### config.mk
export PLATFORM = sky130hd
export DESIGN_NAME = vend_dispense_ctrl_flat
export DESIGN_NICKNAME = d
export VERILOG_FILES = /design/src/rtl/vend_dispense_if.sv /design/src/rtl/vend_dispense_ctrl.sv /design/src/flat_wrapper.sv
export SDC_FILE = /design/constraint.sdc
export NUM_CORES = 1
export LEC_CHECK = 0
export BUFFER_PORTS_ARGS = -buffer_cell sky130_fd_sc_hd__buf_2
export CORE_ASPECT_RATIO = 0.9
export CORE_UTILIZATION = 60
export CTS_BUF_LIST = sky130_fd_sc_hd__clkbuf_4
export CTS_CLUSTER_SIZE = 20
export DETAILED_ROUTE_END_ITERATION = 10
export PLACE_DENSITY = 0.85
export SYNTH_ARGS = -nofsm -noshare
export SYNTH_HDL_FRONTEND = slang
export SYNTH_SLANG_ARGS = --single-unit
export TNS_END_PERCENT = 1
### constraint.sdc
create_clock -name clock -period 6.8 [get_ports clock]
set_clock_uncertainty 0.1 [all_clocks]
set_input_delay 0.34 -clock clock [delete_from_list [all_inputs] [get_ports clock]]
set_output_delay 0.34 -clock clock [all_outputs]
set_load 0.02 [all_outputs]
### src/rtl/vend_dispense_if.sv
// Vend dispense controller bus: request handshake, motor drive, drop sensor,
// coin-hopper req/ack and the transaction result.
interface vend_dispense_if #(
   parameter int NUM_SLOTS = 4,
   parameter int CREDIT_W  = 8
);
   localparam int SLOT_W = (NUM_SLOTS > 1) ? $clog2(NUM_SLOTS) : 1;

   logic                  req_valid;
   logic                  req_ready;
   logic [SLOT_W-1:0]     req_slot;
   logic [CREDIT_W-1:0]   req_credit;
   logic [CREDIT_W-1:0]   req_price;
   logic [NUM_SLOTS-1:0]  motor_en;
   logic                  drop_sense;
   logic                  coin_req;
   logic                  coin_ack;
   logic                  done;
   logic [1:0]            status;
   logic [CREDIT_W-1:0]   residue;

   // Credit FSM, sensor and hopper side
   modport master (
      output req_valid, req_slot, req_credit, req_price, drop_sense, coin_ack,
      input  req_ready, motor_en, coin_req, done, status, residue
   );

   // Dispense controller side
   modport slave (
      input  req_valid, req_slot, req_credit, req_price, drop_sense, coin_ack,
      output req_ready, motor_en, coin_req, done, status, residue
   );
endinterface

### src/rtl/vend_dispense_ctrl.sv
// Vend dispense controller: checks credit against price, pulses the slot motor,
// confirms the drop with a timeout and pays change or a refund in coins
// through the hopper req/ack handshake.
module vend_dispense_ctrl #(
   parameter int NUM_SLOTS     = 4,
   parameter int CREDIT_W      = 8,
   parameter int MOTOR_CYCLES  = 16,
   parameter int SENSE_TIMEOUT = 64,
   parameter int COIN_VALUE    = 5
) (
   input logic           clock,
   input logic           reset,
   vend_dispense_if.slave bus
);
   localparam int SLOT_W  = (NUM_SLOTS > 1) ? $clog2(NUM_SLOTS) : 1;
   localparam int CNT_MAX = (MOTOR_CYCLES > SENSE_TIMEOUT) ? MOTOR_CYCLES : SENSE_TIMEOUT;
   localparam int CNT_W   = $clog2(CNT_MAX + 1);

   // One extra bit so the slot range check stays meaningful when NUM_SLOTS is a power of two
   localparam logic [SLOT_W:0]   SLOT_LIMIT = (SLOT_W + 1)'(NUM_SLOTS);
   localparam logic [CNT_W-1:0]  MOTOR_LAST = CNT_W'(MOTOR_CYCLES - 1);
   localparam logic [CNT_W-1:0]  SENSE_LAST = CNT_W'(SENSE_TIMEOUT - 1);
   localparam logic [CREDIT_W-1:0] COIN     = CREDIT_W'(COIN_VALUE);

   localparam logic [1:0] ST_OK      = 2'd0;
   localparam logic [1:0] ST_INSUFF  = 2'd1;
   localparam logic [1:0] ST_JAM     = 2'd2;
   localparam logic [1:0] ST_BADSLOT = 2'd3;

   typedef enum logic [2:0] {
      IDLE,
      CHECK,
      MOTOR,
      SENSE,
      CHANGE,
      DONE
   } state_t;

   state_t               state_q;
   logic [SLOT_W-1:0]    slot_q;
   logic [CREDIT_W-1:0]  credit_q;
   logic [CREDIT_W-1:0]  price_q;
   logic [CREDIT_W-1:0]  change_q;
   logic [CNT_W-1:0]     cnt_q;
   logic                 dropped_q;
   logic [NUM_SLOTS-1:0] motor_en_q;
   logic                 coin_req_q;
   logic                 done_q;
   logic [1:0]           status_q;
   logic [CREDIT_W-1:0]  residue_q;

   // Ready is combinational so a request is never accepted in the reset cycle
   assign bus.req_ready = (state_q == IDLE) && !reset;
   assign bus.motor_en  = motor_en_q;
   assign bus.coin_req  = coin_req_q;
   assign bus.done      = done_q;
   assign bus.status    = status_q;
   assign bus.residue   = residue_q;

   // Transaction sequencer; every output is registered and set on the state transition
   always_ff @(posedge clock) begin
      if (reset) begin
         state_q    <= IDLE;
         slot_q     <= '0;
         credit_q   <= '0;
         price_q    <= '0;
         change_q   <= '0;
         cnt_q      <= '0;
         dropped_q  <= 1'b0;
         motor_en_q <= '0;
         coin_req_q <= 1'b0;
         done_q     <= 1'b0;
         status_q   <= ST_OK;
         residue_q  <= '0;
      end else begin
         done_q <= 1'b0;
         case (state_q)
            IDLE: begin
               if (bus.req_valid) begin
                  slot_q   <= bus.req_slot;
                  credit_q <= bus.req_credit;
                  price_q  <= bus.req_price;
                  state_q  <= CHECK;
               end
            end
            CHECK: begin
               cnt_q     <= '0;
               dropped_q <= 1'b0;
               if ({1'b0, slot_q} >= SLOT_LIMIT) begin
                  change_q <= credit_q;
                  status_q <= ST_BADSLOT;
                  state_q  <= CHANGE;
               end else if (credit_q < price_q) begin
                  change_q <= credit_q;
                  status_q <= ST_INSUFF;
                  state_q  <= CHANGE;
               end else begin
                  change_q   <= credit_q - price_q;
                  status_q   <= ST_OK;
                  motor_en_q <= NUM_SLOTS'(1) << slot_q;
                  state_q    <= MOTOR;
               end
            end
            MOTOR: begin
               if (cnt_q == MOTOR_LAST) begin
                  motor_en_q <= '0;
                  cnt_q      <= '0;
                  state_q    <= (dropped_q || bus.drop_sense) ? CHANGE : SENSE;
               end else begin
                  cnt_q <= cnt_q + 1'b1;
                  if (bus.drop_sense) begin
                     dropped_q <= 1'b1;
                  end
               end
            end
            SENSE: begin
               if (bus.drop_sense) begin
                  state_q <= CHANGE;
               end else if (cnt_q == SENSE_LAST) begin
                  status_q <= ST_JAM;
                  change_q <= credit_q;
                  state_q  <= CHANGE;
               end else begin
                  cnt_q <= cnt_q + 1'b1;
               end
            end
            CHANGE: begin
               if (coin_req_q) begin
                  if (bus.coin_ack) begin
                     change_q   <= change_q - COIN;
                     coin_req_q <= 1'b0;
                  end
               end else if (change_q >= COIN) begin
                  coin_req_q <= 1'b1;
               end else begin
                  residue_q <= change_q;
                  done_q    <= 1'b1;
                  state_q   <= DONE;
               end
            end
            DONE: begin
               state_q <= IDLE;
            end
            default: begin
               state_q <= IDLE;
            end
         endcase
      end
   end
endmodule
### src/flat_wrapper.sv
// flat-port wrapper written by rule: the top's interface ports become plain ports
module vend_dispense_ctrl_flat 
#(
   parameter int NUM_SLOTS     = 4,
   parameter int CREDIT_W      = 8,
   parameter int MOTOR_CYCLES  = 16,
   parameter int SENSE_TIMEOUT = 64,
   parameter int COIN_VALUE    = 5
)
  (clock, reset, bus_req_valid, bus_req_slot, bus_req_credit, bus_req_price, bus_drop_sense, bus_coin_ack, bus_req_ready, bus_motor_en, bus_coin_req, bus_done, bus_status, bus_residue);
  vend_dispense_if #(.NUM_SLOTS(NUM_SLOTS), .CREDIT_W(CREDIT_W)) bus_i ();
  input logic clock;
  input logic reset;
  input wire logic [$bits(bus_i.req_valid)-1:0] bus_req_valid;
  input wire logic [$bits(bus_i.req_slot)-1:0] bus_req_slot;
  input wire logic [$bits(bus_i.req_credit)-1:0] bus_req_credit;
  input wire logic [$bits(bus_i.req_price)-1:0] bus_req_price;
  input wire logic [$bits(bus_i.drop_sense)-1:0] bus_drop_sense;
  input wire logic [$bits(bus_i.coin_ack)-1:0] bus_coin_ack;
  output wire logic [$bits(bus_i.req_ready)-1:0] bus_req_ready;
  output wire logic [$bits(bus_i.motor_en)-1:0] bus_motor_en;
  output wire logic [$bits(bus_i.coin_req)-1:0] bus_coin_req;
  output wire logic [$bits(bus_i.done)-1:0] bus_done;
  output wire logic [$bits(bus_i.status)-1:0] bus_status;
  output wire logic [$bits(bus_i.residue)-1:0] bus_residue;
  assign bus_i.req_valid = bus_req_valid;
  assign bus_i.req_slot = bus_req_slot;
  assign bus_i.req_credit = bus_req_credit;
  assign bus_i.req_price = bus_req_price;
  assign bus_i.drop_sense = bus_drop_sense;
  assign bus_i.coin_ack = bus_coin_ack;
  assign bus_req_ready = bus_i.req_ready;
  assign bus_motor_en = bus_i.motor_en;
  assign bus_coin_req = bus_i.coin_req;
  assign bus_done = bus_i.done;
  assign bus_status = bus_i.status;
  assign bus_residue = bus_i.residue;
  vend_dispense_ctrl #(.NUM_SLOTS(NUM_SLOTS), .CREDIT_W(CREDIT_W), .MOTOR_CYCLES(MOTOR_CYCLES), .SENSE_TIMEOUT(SENSE_TIMEOUT), .COIN_VALUE(COIN_VALUE)) u_core (.clock(clock), .reset(reset), .bus(bus_i));
endmodule
; Yosys cells after proc, flatten, opt, wreduce, memory -nomap -nowiden
; Cells that the tools add are included.
[totals]
input_bits = 23
word_cells = 90
out_inout_bits = 17
register_bits = 53
[classes]
n_lt_le_gt_ge = 2
bitwise_logic = 3
n_eq_ne = 19
n_addsub = 3
mux = 33
n_shift = 1
n_reduce_logical = 17
[ops]
columns = cell, n
row1 = two-way mux 8 bit, 5
row2 = two-way mux 3 bit, 8
row3 = one-hot mux 8 bit (3 select lines), 1
row4 = two-way mux 7 bit, 3
row5 = one-hot mux 7 bit (3 select lines), 1
row6 = inequality test 2 bit (second input constant), 9
row7 = one-hot mux 3 bit (5 select lines), 1
row8 = AND reduction 3 bit, 5
row9 = AND reduction 5 bit, 2
row10 = >= comparator 8 x 3 -> 1 bit (second input constant), 1
row11 = < comparator 8 bit, 1
row12 = two-way mux 4 bit, 2
row13 = one-hot mux 4 bit (2 select lines), 1
row14 = subtractor 8 x 3 -> 8 bit (second input constant), 1
row15 = subtractor 8 bit, 1
row16 = adder 7 x 1 -> 7 bit (second input constant), 1
row17 = == test 7 x 4 -> 1 bit (second input constant), 1
row18 = == test 7 x 6 -> 1 bit (second input constant), 1
row19 = two-way mux 1 bit, 7
row20 = == test 3 x 2 -> 1 bit (second input constant), 2
row21 = inequality test 2 x 1 -> 1 bit (second input constant), 3
row22 = nonzero test 3 bit, 2
row23 = two-way mux 2 bit, 2
row24 = one-hot mux 2 bit (2 select lines), 1
row25 = 13 further kinds, 16

; Logic depth before layout (Yosys ltp)
[depth]
word_depth = 4
ltp_mapped = 10
ltp_nobuf = 9

; Worst setup path before layout
; OpenSTA, ideal clock, no wires.
[synth_path]
path_kind = register to register
start = reg u_core.credit_q[0]
end = reg u_core.change_q[2]
setup_slack_ns = 4.541
period_less_slack_ns = 2.259
setup_ns = 0.091
required_time_ns = 6.609
arrival_ns = 2.068
path_buffers = 1
path_stages_with_launch = 11
path_cell_list = dfxtp_1 inv_1 ha_1 fa_1 nand2b_1 a21oi_2 a221oi_4 buf_6 nor4_1 a31oi_1 a311oi_1
[synth_via]
elab_chain_len = 3
elab_cells_between_ends = 4
classes_between = add/sub (1) / order compare (1) / mux (2)
[synth_lines]
columns = item, line
row1 = from (decl), vend_dispense_ctrl.sv:41  ; logic [CREDIT_W-1:0] credit_q;
row2 = from (signal assigned), vend_dispense_ctrl.sv:81  ; credit_q <= bus.req_credit;
row3 = subtractor 8 bit or < comparator 8 bit (tied branches), "vend_dispense_ctrl.sv:98, vend_dispense_ctrl.sv:93"
row4 = two-way mux 8 bit *, vend_dispense_ctrl.sv:93  ; end else if (credit_q < price_q) begin
row5 = one-hot mux 8 bit (3 select lines) *, vend_dispense_ctrl.sv:77  ; case (state_q)
row6 = to (signal assigned), vend_dispense_ctrl.sv:90  ; change_q <= credit_q;
row7 = to (signal assigned), vend_dispense_ctrl.sv:94  ; change_q <= credit_q;
row8 = to (signal assigned), vend_dispense_ctrl.sv:98  ; change_q <= credit_q - price_q;
row9 = to (decl), vend_dispense_ctrl.sv:43  ; logic [CREDIT_W-1:0] change_q;
; Mark *: on every way between the ends. The rest lies on a longest branch, timed or not.
; A chain may end at the register's enable or synchronous reset.

; Worst setup path in the final report
[layout_path]
start = reg u_core.credit_q[0]
end = reg u_core.change_q[7]
; Same word-level chain as after synthesis.

==> results.md <==
- The area share of the leading cell type in the synthesized netlist is 0.366.
- The die footprint is between 5000 and 6000 µm².
- The final antenna diode count is 0.
- Counting distinct cell types in the post-synthesis netlist gives roughly 50.
- Measured along the y axis, the die boundary spans slightly below 70 µm.
- The mean post-synth cell area is between 8 and 9 µm².
- The net count of the finished layout is 422.
- The via count normalized by instance count is just under 6.
- The layout filler cell count is 413.
- In this run, CTS created clock tree buffers numbering 5.
- The number of port buffers is 39.
- The flow ran to the end, and the final reports show no timing, DRC or antenna violations.
- The number of standard cells after synthesis is ~360.
- The detailed router finished its first iteration with 170 violations.
- The clock-pin slew on the worst setup and hold paths is about 0.15 ns.
- The final max-slew violation count was 0.
- For this block, the via count after detailed routing is between 2,000 and 3,000.
- The post-synthesis mux area share is 0.0207.
- By area, the combinational part of the netlist is dominated by simple AND/OR/NAND/NOR gates.
- The via count of the first global-routing pass is about 2,300.
- Setup repair after global routing left no endpoint under its margin.
- Max-cap violations in this run came to 0.
- For this design, the sink count on the clock tree is 53.
- The mapped netlist covers a little under 3000 µm².
- The critical path required time is approximately 7 ns.
- The final weighted congestion in routability-driven placement is 0.920.
- The initial antenna violation count came to 0.
- The TritonCTS clock tree is yes.
- The count of synthesis-stage warnings from yosys is 0.
- The worst setup path is launched from a register.
- The final hold slack is 0.0881 ns.
- After detailed placement, the design holds a cell count of 442.
- Data arrives at the worst endpoint at about 2.8 ns.
- The amount of wire on met3 after detailed routing is between 400 and 500 µm.
- The critical path endpoint category is a register.
- The overall track demand over capacity in global routing is 0.267.
- The clock reaches the later pin of the worst-skew pair after roughly 0.37 ns.
- The setup slack after layout is between 4 and 5 ns.
- After detailed routing, the total wire length is 6290 µm.
- The number of synthesized flops with an enable pin is 0.
- Buffers added to address setup during post-CTS repair amount to 0.
- The wire length of the first global-routing pass is between 10,000 and 15,000 µm.
- The cell at the root of the clock tree is clkbuf_4.
- In this run, post-CTS hold repair placed 0 buffers.
- The share of cells above drive strength 1 is 0.152.
- The simple-gate area share of the yosys netlist is 0.254.
- Derived from the worst setup path, the maximum achievable clock frequency is roughly 390 MHz.
- The sum of overflow across all layers after global routing is 0.
- In this run the tightest slew margin relative to its limit is 0.493.
- Yosys attributes the largest share of cell area to dfxtp_1, nand2_1, a21oi_1.
- The worst vdd rail ir drop is approximately 0.23 mV.
- The compound-cell area share of the yosys netlist came to 0.220.
- Before antenna repair, the detailed router went through 4 iterations.
- In the routed design, unresolved DRC markers number 0.
- Timing analysis after detailed placement gives a worst setup slack of about 4.3 ns.
- The starting utilization of the core area is 0.637.
- The biggest area contributor in the post-synthesis netlist is dfxtp_1.
- The analysis attributes to cell leakage a power of 1.24 nW.
- The total negative setup slack is 0 ns.
- The synthesis-to-finish area growth is 8.59%.
- Counting along the longest clock path gives a buffer depth of 2.
- In the final routed layout, each cell accounts on average for between 10 and 15 µm.
- The share of synthesized registers carrying an async set or reset is 0.
- Measured along the x axis, the die boundary spans 75.3 µm.
- Wire segments on met2 add up to ~2700 µm in the final route.
- The final hold violation count came to 0.
- Dividing total power by cell area gives a power density of between 400 and 500 nW/µm².
- The highest layer touched by signal routing is met4.
- The number of cells upsized or downsized after cts is 0.
- The xor and xnor fraction of the mapped netlist area is 0.0302.
- The path category of the worst min-delay check is input pin to register.
- Among all flip-flop cells after synthesis, the most frequent one is dfxtp_1.
- The slew at the pin closest to its max-slew limit is 0.761 ns.
- The number of top-level pins is 40.
- The met1 wire length is ~3000 µm.
- In the finished design, the share of the clock period the worst path needs comes to 0.380.
- The count of nets left with antenna violations once routing finished came out at 0.
- The worst setup path is of the register to register kind.
- The synthesized flop and latch total is between 50 and 60.
- The fraction of the mapped netlist area in adder cells is 0.0544.
- The placeable core region is around 4500 µm².
- The detailed placer's ending HPWL is approximately 4600 µm.
- Synthesis produced a netlist with a net count of just under 400.
- Overall power consumption after layout is estimated at ~0.0014 W.
- Entering global routing, the biggest net connects 43 pins.
- Subtracting the final worst setup slack from the clock period gives roughly 2.6 ns.
- The fraction of the yosys area taken by sequential cells is 0.366.
- The highest net fanout along the worst path is 13.
- The floorplan has 23 rows.
- The number of cells in the finished layout apart from fillers is 450.
- The H-tree depth is 2.
- The setup violation total in the final timing report is 0.
-- cell usage in the layout (no fill, tap or decap), types with 2 or more instances in the layout --
master,n
nand2_1,54
dfxtp_1,53
buf_2,39
nor2_1,38
a21oi_1,33
inv_1,15
o21ai_0,14
nor3_1,14
ha_1,11
nand2b_1,10
and2_1,8
nor4_1,7
a22oi_1,7
mux2i_1,6
xnor2_1,6
clkbuf_4,6
nor2b_1,5
a311oi_1,5
nand3_1,4
or3_1,4
xor2_1,4
o21a_1,4
o211ai_1,3
a211oi_1,3
or2_2,2
nor3b_1,2
o31a_1,2
and3_1,2
o31ai_2,2
a21boi_0,2
a31oi_1,2
-- synth_stat cells (2+ instances only) --
library cell	count
and3_1	2
nor3_1	14
nor4_1	7
a311oi_1	5
mux2i_1	6
o21a_1	4
nor3b_1	2
xor2_1	4
buf_2	4
o31ai_2	2
o31a_1	2
nand3_1	4
dfxtp_1	53
a31oi_1	2
inv_1	15
clkbuf_1	10
xnor2_1	6
o211ai_1	3
a21boi_0	2
nor2_1	38
nand2b_1	10
or2_2	2
buf_6	4
a22oi_1	7
ha_1	11
and2_1	8
nor2b_1	5
a211oi_1	3
a21oi_1	33
o21ai_0	14
nand2_1	54
or3_1	4
-- through the flow --
step,instance area (µm²),utilization
global placement,3070,0.675
finish,3150,0.692
global route,3150,0.692
detailed placement,3070,0.675
CTS,3150,0.692
floorplan,2900,-
-- power by group --
group	total, W	internal, W	switching (W)
registers	0.000459	0.000374	0.0000855
logic	0.000720	0.000291	0.000429
clock network	0.000178	0.0000807	0.0000975
total	0.00136	0.000745	0.000612
-- cell type report --
cell class / count / area (µm²) / share of cell area
Timing Repair Buffer: 39 / 195 / 0.0620
Multi-Input combinational cell: 273 / 1680 / 0.533
Sequential cell: 53 / 1060 / 0.337
Inverter: 15 / 56.3 / 0.0179
Tap cell: 62 / 77.6 / 0.0247
Clock buffer: 6 / 45.0 / 0.0143
Clock inverter: 2 / 33.8 / 0.0107
-- kinds of logic after synthesis --
family | after synthesis
simple gates | 155
mux | 6
compound gates | 90
fa+ha+maj | 12
xor+xnor | 10
buf+inv | 33
flops | 53
-- worst max-delay path: stages (launching register included) --
cell	delay, ns
dfxtp_1	0.38
inv_1	0.05
ha_1	0.21
fa_1	0.41
nand2b_1	0.20
a21oi_2	0.24
a221oi_4	0.18
a211oi_1	0.26
a21boi_0	0.29
o221a_1	0.22
-- routing by layer --
| metal | vias up | track usage |
|---|---|---|
| met4 | 0 | 0.0787 |
| met2 | 99 | 0.411 |
| li1 | 1312 | - |
| met1 | 1183 | 0.383 |
| met5 | - | 0 |
| met3 | 6 | 0.0442 |
-- state kept, by name (all words and copies together) (netlist names) --
name                 count
u_core.cnt_q             7
u_core.dropped_q         1
u_core.bus.coin_req      1
u_core.bus.residue       8
u_core.state_q           3
u_core.bus.status        2
u_core.credit_q          8
u_core.change_q          8
u_core.slot_q            2
u_core.bus.motor_en      4
u_core.price_q           8
u_core.bus.done          1
-- path summary, 6_finish.rpt --
check	startpoint	endpoint	slack, ns	cells past startpoint
max	u_core.credit_q[0]	u_core.change_q[7]	4.22	9
min	bus_req_price[5]	u_core.price_q[5]	0.09	3
max reg2reg	u_core.credit_q[0]	u_core.change_q[7]	4.22	9
min reg2reg	u_core.price_q[5]	u_core.price_q[5]	0.37	2
No activity file was read; power rests on OpenSTA's default activity.
